File: config.mk
export PLATFORM = sky130hd
export DESIGN_NAME = mc_control_unit
export DESIGN_NICKNAME = d
export VERILOG_FILES = /design/src/rtl/mc_ctrl_pkg.sv /design/src/rtl/mc_ctrl_alu_dec.sv /design/src/rtl/mc_control_unit.sv
export SDC_FILE = /design/constraint.sdc
export NUM_CORES = 1
export LEC_CHECK = 0
export ABC_AREA = 1
export CAP_MARGIN = 25
export CORE_MARGIN = 8
export CORE_UTILIZATION = 32
export CTS_CLUSTER_DIAMETER = 30
export CTS_CLUSTER_SIZE = 28
export DETAILED_ROUTE_END_ITERATION = 16
export GPL_TIMING_DRIVEN = 0
export MAX_ROUTING_LAYER = met4
export PLACE_DENSITY_LB_ADDON = 0.12
export SETUP_SLACK_MARGIN = 0.2
export SLEW_MARGIN = 20
export SYNTH_ARGS = -nofsm -noshare
export SYNTH_HDL_FRONTEND = slang
export SYNTH_SLANG_ARGS = --single-unit
File: constraint.sdc
create_clock -name clk -period 1.1 [get_ports clk]
set_input_delay 0.165 -clock clk [delete_from_list [all_inputs] [get_ports clk]]
set_output_delay 0.165 -clock clk [all_outputs]
set_load 0.01 [all_outputs]
File: src/rtl/mc_ctrl_pkg.sv
// mc_ctrl_pkg: shared state, opcode/func, ALU and mux-select encodings for the multicycle MIPS controller
package mc_ctrl_pkg;
  typedef enum logic [3:0] {
    IDLE, FETCH, DECODE, MEMADR, MEMRD, MEMWB, MEMWR, EXEC, ALUWB, ADDIEX, ADDIWB, BRANCH, JUMP
  } state_t;
  localparam logic [5:0] OP_RTYPE = 6'h00;
  localparam logic [5:0] OP_LW    = 6'h23;
  localparam logic [5:0] OP_SW    = 6'h2B;
  localparam logic [5:0] OP_BEQ   = 6'h04;
  localparam logic [5:0] OP_ADDI  = 6'h08;
  localparam logic [5:0] OP_J     = 6'h02;
  localparam logic [5:0] FN_ADD = 6'h20;
  localparam logic [5:0] FN_SUB = 6'h22;
  localparam logic [5:0] FN_AND = 6'h24;
  localparam logic [5:0] FN_OR  = 6'h25;
  localparam logic [5:0] FN_SLT = 6'h2A;
  localparam logic [2:0] ALU_AND = 3'b000;
  localparam logic [2:0] ALU_OR  = 3'b001;
  localparam logic [2:0] ALU_ADD = 3'b010;
  localparam logic [2:0] ALU_SUB = 3'b110;
  localparam logic [2:0] ALU_SLT = 3'b111;
  localparam logic [1:0] ALUOP_ADD  = 2'b00;
  localparam logic [1:0] ALUOP_SUB  = 2'b01;
  localparam logic [1:0] ALUOP_FUNC = 2'b10;
  localparam logic [1:0] PCS_ALU    = 2'd0;
  localparam logic [1:0] PCS_ALUOUT = 2'd1;
  localparam logic [1:0] PCS_JUMP   = 2'd2;
  localparam logic [1:0] SRCB_REG = 2'd0;
  localparam logic [1:0] SRCB_ONE = 2'd1;
  localparam logic [1:0] SRCB_IMM = 2'd2;
endpackage

File: src/rtl/mc_ctrl_alu_dec.sv
// alu_dec: maps {aluop, func} to the ALU operation select
//  aluop   in  2  ADD / SUB / decode-from-func
//  func    in  6  R-type function field
//  alu_sel out 3  ALU operation
//  func_ok out 1  func is a supported R-type function (independent of aluop, so DECODE can screen it)
module alu_dec
  import mc_ctrl_pkg::*;
(
  input  logic [1:0] aluop,
  input  logic [5:0] func,
  output logic [2:0] alu_sel,
  output logic       func_ok
);
  logic [2:0] fsel;
  always_comb begin
    fsel = func == FN_SUB ? ALU_SUB :
           func == FN_AND ? ALU_AND :
           func == FN_OR  ? ALU_OR  :
           func == FN_SLT ? ALU_SLT : ALU_ADD;
    func_ok = func == FN_ADD || func == FN_SUB || func == FN_AND || func == FN_OR || func == FN_SLT;
    alu_sel = aluop == ALUOP_FUNC ? fsel : aluop == ALUOP_SUB ? ALU_SUB : ALU_ADD;
  end
endmodule

File: src/rtl/mc_control_unit.sv
// mc_control_unit: multicycle MIPS main controller, one FSM state per cycle
//  clk, rst (async, active-low), halt, opcode[5:0], func[5:0], zero  -> inputs
//  PCEn IorD MemRead MemWrite MemtoReg IRWrite RegWrite RegDst ALUSrcA, PCSource[1:0],
//  ALUSrcB[1:0], ALUSel[2:0], inst_done, illegal, state_dbg[3:0]      -> outputs
//  MC_CTRL_PERF_EN: adds perf_cycles / perf_insts counters of width PERF_W
//  ILLEGAL_HALT=1 parks the FSM in IDLE after an illegal instruction until reset
module mc_control_unit
  import mc_ctrl_pkg::*;
#(
  parameter int PERF_W       = 32,
  parameter bit ILLEGAL_HALT = 1'b0
) (
  input  logic        clk,
  input  logic        rst,
  input  logic        halt,
  input  logic [5:0]  opcode,
  input  logic [5:0]  func,
  input  logic        zero,
  output logic        PCEn,
  output logic        IorD,
  output logic        MemRead,
  output logic        MemWrite,
  output logic        MemtoReg,
  output logic        IRWrite,
  output logic        RegWrite,
  output logic        RegDst,
  output logic        ALUSrcA,
  output logic [1:0]  PCSource,
  output logic [1:0]  ALUSrcB,
  output logic [2:0]  ALUSel,
  output logic        inst_done,
  output logic        illegal,
  output logic [3:0]  state_dbg
`ifdef MC_CTRL_PERF_EN
  ,
  output logic [PERF_W-1:0] perf_cycles,
  output logic [PERF_W-1:0] perf_insts
`endif
);
  state_t     state_q, state_d, dec_nxt, done_nxt;
  logic       parked_q, pc_write, pc_cond, func_ok, op_ok;
  logic [1:0] aluop;
  logic [2:0] dec_sel;
  alu_dec u_alu_dec (.aluop(aluop), .func(func), .alu_sel(dec_sel), .func_ok(func_ok));
  assign op_ok = opcode == OP_LW || opcode == OP_SW || opcode == OP_BEQ || opcode == OP_ADDI ||
                 opcode == OP_J || (opcode == OP_RTYPE && func_ok);
  assign dec_nxt = !op_ok               ? (ILLEGAL_HALT ? IDLE : FETCH) :
                   opcode == OP_RTYPE   ? EXEC   :
                   opcode == OP_BEQ     ? BRANCH :
                   opcode == OP_ADDI    ? ADDIEX :
                   opcode == OP_J       ? JUMP   : MEMADR;
  assign done_nxt = halt ? IDLE : FETCH;
  always_ff @(posedge clk or negedge rst) begin
    if (!rst) begin
      state_q  <= IDLE;
      parked_q <= 1'b0;
    end else begin
      state_q  <= state_d;
      parked_q <= parked_q | (ILLEGAL_HALT & illegal);
    end
  end
  always_comb begin
    state_d   = IDLE;
    IorD      = 1'b0;
    MemRead   = 1'b0;
    MemWrite  = 1'b0;
    MemtoReg  = 1'b0;
    IRWrite   = 1'b0;
    RegWrite  = 1'b0;
    RegDst    = 1'b0;
    ALUSrcA   = 1'b0;
    PCSource  = PCS_ALU;
    ALUSrcB   = SRCB_REG;
    inst_done = 1'b0;
    illegal   = 1'b0;
    pc_write  = 1'b0;
    pc_cond   = 1'b0;
    aluop     = ALUOP_ADD;
    case (state_q)
      IDLE:   state_d = (halt || parked_q) ? IDLE : FETCH;
      FETCH:  begin MemRead = 1'b1; IRWrite = 1'b1; ALUSrcB = SRCB_ONE; pc_write = 1'b1; state_d = DECODE; end
      DECODE: begin ALUSrcB = SRCB_IMM; illegal = !op_ok; state_d = dec_nxt; end
      MEMADR: begin ALUSrcA = 1'b1; ALUSrcB = SRCB_IMM; state_d = opcode == OP_SW ? MEMWR : MEMRD; end
      MEMRD:  begin IorD = 1'b1; MemRead = 1'b1; state_d = MEMWB; end
      MEMWB:  begin RegWrite = 1'b1; MemtoReg = 1'b1; inst_done = 1'b1; state_d = done_nxt; end
      MEMWR:  begin IorD = 1'b1; MemWrite = 1'b1; inst_done = 1'b1; state_d = done_nxt; end
      EXEC:   begin ALUSrcA = 1'b1; aluop = ALUOP_FUNC; state_d = ALUWB; end
      ALUWB:  begin RegWrite = 1'b1; RegDst = 1'b1; inst_done = 1'b1; state_d = done_nxt; end
      ADDIEX: begin ALUSrcA = 1'b1; ALUSrcB = SRCB_IMM; state_d = ADDIWB; end
      ADDIWB: begin RegWrite = 1'b1; inst_done = 1'b1; state_d = done_nxt; end
      BRANCH: begin ALUSrcA = 1'b1; aluop = ALUOP_SUB; PCSource = PCS_ALUOUT; pc_cond = 1'b1; inst_done = 1'b1; state_d = done_nxt; end
      JUMP:   begin PCSource = PCS_JUMP; pc_write = 1'b1; inst_done = 1'b1; state_d = done_nxt; end
      default: state_d = IDLE;
    endcase
  end
  // zero only matters in BRANCH, the sole Mealy path
  assign PCEn      = pc_write | (pc_cond & zero);
  assign ALUSel    = state_q == IDLE ? 3'b000 : dec_sel;
  assign state_dbg = state_q;
`ifdef MC_CTRL_PERF_EN
  always_ff @(posedge clk or negedge rst) begin
    if (!rst) begin
      perf_cycles <= '0;
      perf_insts  <= '0;
    end else begin
      perf_cycles <= perf_cycles + PERF_W'(state_q != IDLE);
      perf_insts  <= perf_insts + PERF_W'(inst_done);
    end
  end
`endif
endmodule

==> impl_metrics.xml, run 1 <==
<?xml version="1.0" encoding="UTF-8"?>
<metrics>
  <group name="run_status">
    <metric name="outcome" unit="">finished, violations left</metric>
    <metric name="violations_in_the_final_reports" unit="">setup timing</metric>
  </group>
  <group name="final_layout">
    <metric name="antennaDiodeCount" unit="">0</metric>
    <metric name="drive_gt1_frac" unit="">0.623</metric>
    <metric name="num-nets-final" unit="">200</metric>
    <metric name="mostFrequentLayoutCells" unit="">buf_4 (20), buf_6 (15), nand2_1 (14)</metric>
    <metric name="final-instance-count-excl-fill" unit="">208</metric>
    <metric name="layout_commonest_cell" unit="">buf_4</metric>
    <metric name="largest_register_ffs" unit="">4</metric>
    <metric name="area_growth" unit="%">141</metric>
    <metric name="post-route-util" unit="">0.816</metric>
  </group>
  <group name="detailed_routing">
    <metric name="detail-route-antenna-nets" unit="">0</metric>
    <metric name="drt-vias-per-instance" unit="">4.65</metric>
    <metric name="via_count" unit="">967</metric>
    <metric name="route.final.wire_length" unit="µm">2640</metric>
    <metric name="drt_first_pass_iters" unit="">4</metric>
    <metric name="drcViolationCount" unit="">0</metric>
    <metric name="detailed_route_iter0_violations" unit="">10</metric>
    <metric name="detail_route.wl_per_cell" unit="µm">12.7</metric>
  </group>
  <group name="grt">
    <metric name="groute.usage.overall" unit="">0.145</metric>
    <metric name="antenna_found_initial" unit="">0</metric>
    <metric name="grt_remaining_overflow" unit="">0</metric>
    <metric name="grt_max_degree" unit="">7</metric>
    <metric name="grt_pass1_vias" unit="">975</metric>
    <metric name="grt_first_pass_wirelength" unit="µm">4040</metric>
  </group>
  <group name="worst_setup_path">
    <metric name="cpMostUsedCell" unit="">nand2_2</metric>
    <metric name="crit_path_max_incr_delay" unit="ns">0.46</metric>
    <metric name="r2r_end" unit="">state_dbg[0]</metric>
    <metric name="critical_path.max_fanout" unit="">5</metric>
    <metric name="cp_data_required_time" unit="ns">1.27</metric>
    <metric name="timing.critical_path.cells" unit="">nor2_4 -&gt; nand2_2 -&gt; nand2_2 -&gt; nor3_4 -&gt; buf_4 -&gt; buf_6 -&gt; buf_6 -&gt; buf_6 -&gt; nand2_2 -&gt; nand2_2 -&gt; nand2_1</metric>
    <metric name="crit_path_start" unit="">state_dbg[2]</metric>
    <metric name="critPathLaunchType" unit="">flop</metric>
    <metric name="worst_path_max_delay_cell" unit="">dfrtp_2</metric>
    <metric name="worst-r2r-setup-slack" unit="ns">-0.49</metric>
    <metric name="r2r.worst_path.cells" unit="">11</metric>
    <metric name="worstSetupEndpointType" unit="">flop</metric>
    <metric name="critical_path_arrival" unit="ns">1.76</metric>
    <metric name="critical_path_buf_inv_count" unit="">4</metric>
    <metric name="crit_path_end" unit="">state_dbg[0]</metric>
    <metric name="critical_path_s_top_delay_family" unit="">simple AND/OR/NAND/NOR gates</metric>
    <metric name="timing.setup.critical_path_class" unit="">flop to flop</metric>
    <metric name="crit_cells" unit="">11</metric>
    <metric name="r2r-start" unit="">state_dbg[2]</metric>
  </group>
  <group name="clocking">
    <metric name="worst_setup_hold_path_clk_slew" unit="ns">0.05</metric>
    <metric name="holdBufCountCts" unit="">0</metric>
    <metric name="clk_latency" unit="ns">0.25</metric>
    <metric name="ctsLongestPathBuffers" unit="">2</metric>
    <metric name="cts_tree" unit="">built</metric>
    <metric name="clock-sinks" unit="">4</metric>
    <metric name="cts_root_buf" unit="">clkbuf_4</metric>
    <metric name="number_of_buffers_added_by_the_clock_tree_synthesis_step" unit="">3</metric>
    <metric name="cts_htree_levels" unit="">1</metric>
  </group>
  <group name="placement">
    <metric name="placed_cells" unit="">176</metric>
    <metric name="placed_wire_length_estimate" unit="µm">1670</metric>
    <metric name="gp_routability_congestion" unit="">0.816</metric>
    <metric name="port_buffers" unit="">37</metric>
    <metric name="pre_cts_slack" unit="ns">-0.892</metric>
  </group>
  <group name="logic_synthesis">
    <metric name="synth.cell_area" unit="µm²">584</metric>
    <metric name="synth.avg_cell_area" unit="µm²">5.13</metric>
    <metric name="synth.area.top_cells" unit="">nand2_1 (19%), nor2_1 (17%), dfrtp_1 (17%)</metric>
    <metric name="synth.ff_latch_count" unit="">4</metric>
    <metric name="yosys_warns" unit="">0</metric>
    <metric name="syn-instance-count" unit="">114</metric>
    <metric name="synth_largest_area_cell" unit="">nand2_1</metric>
    <metric name="seq_area_frac_synth" unit="">0.171</metric>
    <metric name="synth_cell_type_count" unit="">16</metric>
    <metric name="yosys.area.top_type_share" unit="">0.186</metric>
    <metric name="synth.net_count" unit="">130</metric>
  </group>
  <group name="power_and_ir_drop">
    <metric name="power_density" unit="mW/mm²">1970</metric>
    <metric name="static-leakage-power" unit="nW">0.769</metric>
    <metric name="irDropWorstVdd" unit="mV">1.09</metric>
    <metric name="power" unit="mW">2.77</metric>
  </group>
  <group name="sta">
    <metric name="number_of_setup_violations_in_the_final_report" unit="">25</metric>
    <metric name="transition_time_of_the_tightest_slew_check_pin" unit="ns">0.264</metric>
    <metric name="grt_setup_unrepaired" unit="">yes</metric>
    <metric name="fin_ws" unit="ns">-0.492</metric>
    <metric name="max_freq" unit="MHz">628</metric>
    <metric name="finalWorstPathRequiredPeriod" unit="ns">1.59</metric>
    <metric name="finalHoldViolCount" unit="">0</metric>
    <metric name="layout_worst_path_cycle_share" unit="">1.45</metric>
    <metric name="fin_worst_skew" unit="ns">0.0125</metric>
    <metric name="report.final.slew_viol_count" unit="">0</metric>
    <metric name="slew_headroom" unit="">0.823</metric>
  </group>
  <group name="floorplan">
    <metric name="floorplan.die.height" unit="µm">58.7</metric>
    <metric name="initial_core_util" unit="">0.338</metric>
    <metric name="io-pin-count" unit="">38</metric>
    <metric name="floorplan.core_area" unit="mm²">0.00173</metric>
    <metric name="die_w" unit="µm">58.7</metric>
    <metric name="floorplan.die_area" unit="mm²">0.00345</metric>
    <metric name="core.rowCount" unit="">15</metric>
  </group>
  <group name="worst_hold_path">
    <metric name="hold_path.class" unit="">input pin to async pin</metric>
  </group>
  <group name="run">
    <metric name="drv.max_cap_violation_count" unit="">0</metric>
  </group>
</metrics>
-- logic make-up (layout without fill, tap and decap cells) --
family,count (synthesis),in the layout,synth area share
AND/OR/NAND/NOR,80,80,0.612
buffers and inverters,22,91,0.141
AO/OA/AOI/OAI,8,8,0.0749
flip-flops,4,4,0.171
-- per-layer routing --
metal / vias up / part of all wire / wire [µm] / global-route usage
met2: 26 / 0.55 / 1460 / 0.283
li1: 494 / - / - / -
met5: - / 0 / 0 / -
met4: 0 / 0.0030 / 8 / 0.0410
met1: 445 / 0.41 / 1090 / 0.145
met3: 2 / 0.030 / 80 / 0.0174
-- cell usage after synthesis --
cell	instances
nand2_2	1
a211o_1	1
nor3_2	2
o21ai_0	2
nand3_1	9
nand2_1	29
nor2_2	3
dfrtp_1	4
nand4_1	3
nor3_1	4
a21oi_1	5
or2_2	1
inv_2	2
inv_1	20
nor2_1	27
nor4_2	1
-- final cells by class --
class | count | area, µm²
multi-input cells | 88 | 601
repair buffers | 65 | 557
fillers | 116 | 318
flip-flops and latches | 4 | 104
inverters | 22 | 90.1
well taps | 25 | 31.3
clock buffers | 4 | 26.3
-- power by group --
part / internal (mW) / switching [mW] / total [mW]
sequential: 0.212 / 0.112 / 0.324
combinational: 1.10 / 1.13 / 2.24
clock: 0.137 / 0.0757 / 0.213
-- worst min-delay path by stage --
stage	to	slack [ns]	depth (start not counted)
6_report	state_dbg[2]	0.11	1
5_1_grt	state_dbg[2]	0.13	1
4_1_cts	state_dbg[2]	0.13	1
3_5_place_dp	state_dbg[3]	0.38	1
3_3_place_gp	state_dbg[3]	0.37	1
2_1_floorplan	state_dbg[0]	-0.13	0
-- stage by stage --
stage	hold WS, ns	cell area, µm²	setup TNS (ns)
finish	0.112	1410	-7.66
global route	0.128	1410	-8.90
CTS	0.131	1290	-6.35
detailed placement	0.376	1040	-10.93
global placement	0.372	1040	-10.69
floorplan	-0.131	643	-0.941
-- repair_timing --
item,4_1_cts,5_1_grt
hold endpoints to repair,0,0
buffers inserted,19,9
pin swaps,22,15
endpoints found under the setup margin,26,26
resized for setup,143,18
(Power assumes the default switching activity.)
==> run 2, diff against run 1 <==
- ABC_CLOCK_PERIOD_IN_PS: not set -> 1100
==> results of run 2 <==
No change in the layout: final DEF, timing and power equal those of run 1.
==> run 3, diff against run 2 <==
- ABC_CLOCK_PERIOD_IN_PS: 1100 -> not set
==> results of run 3 <==
No change in the layout: final DEF, timing and power equal those of run 1.
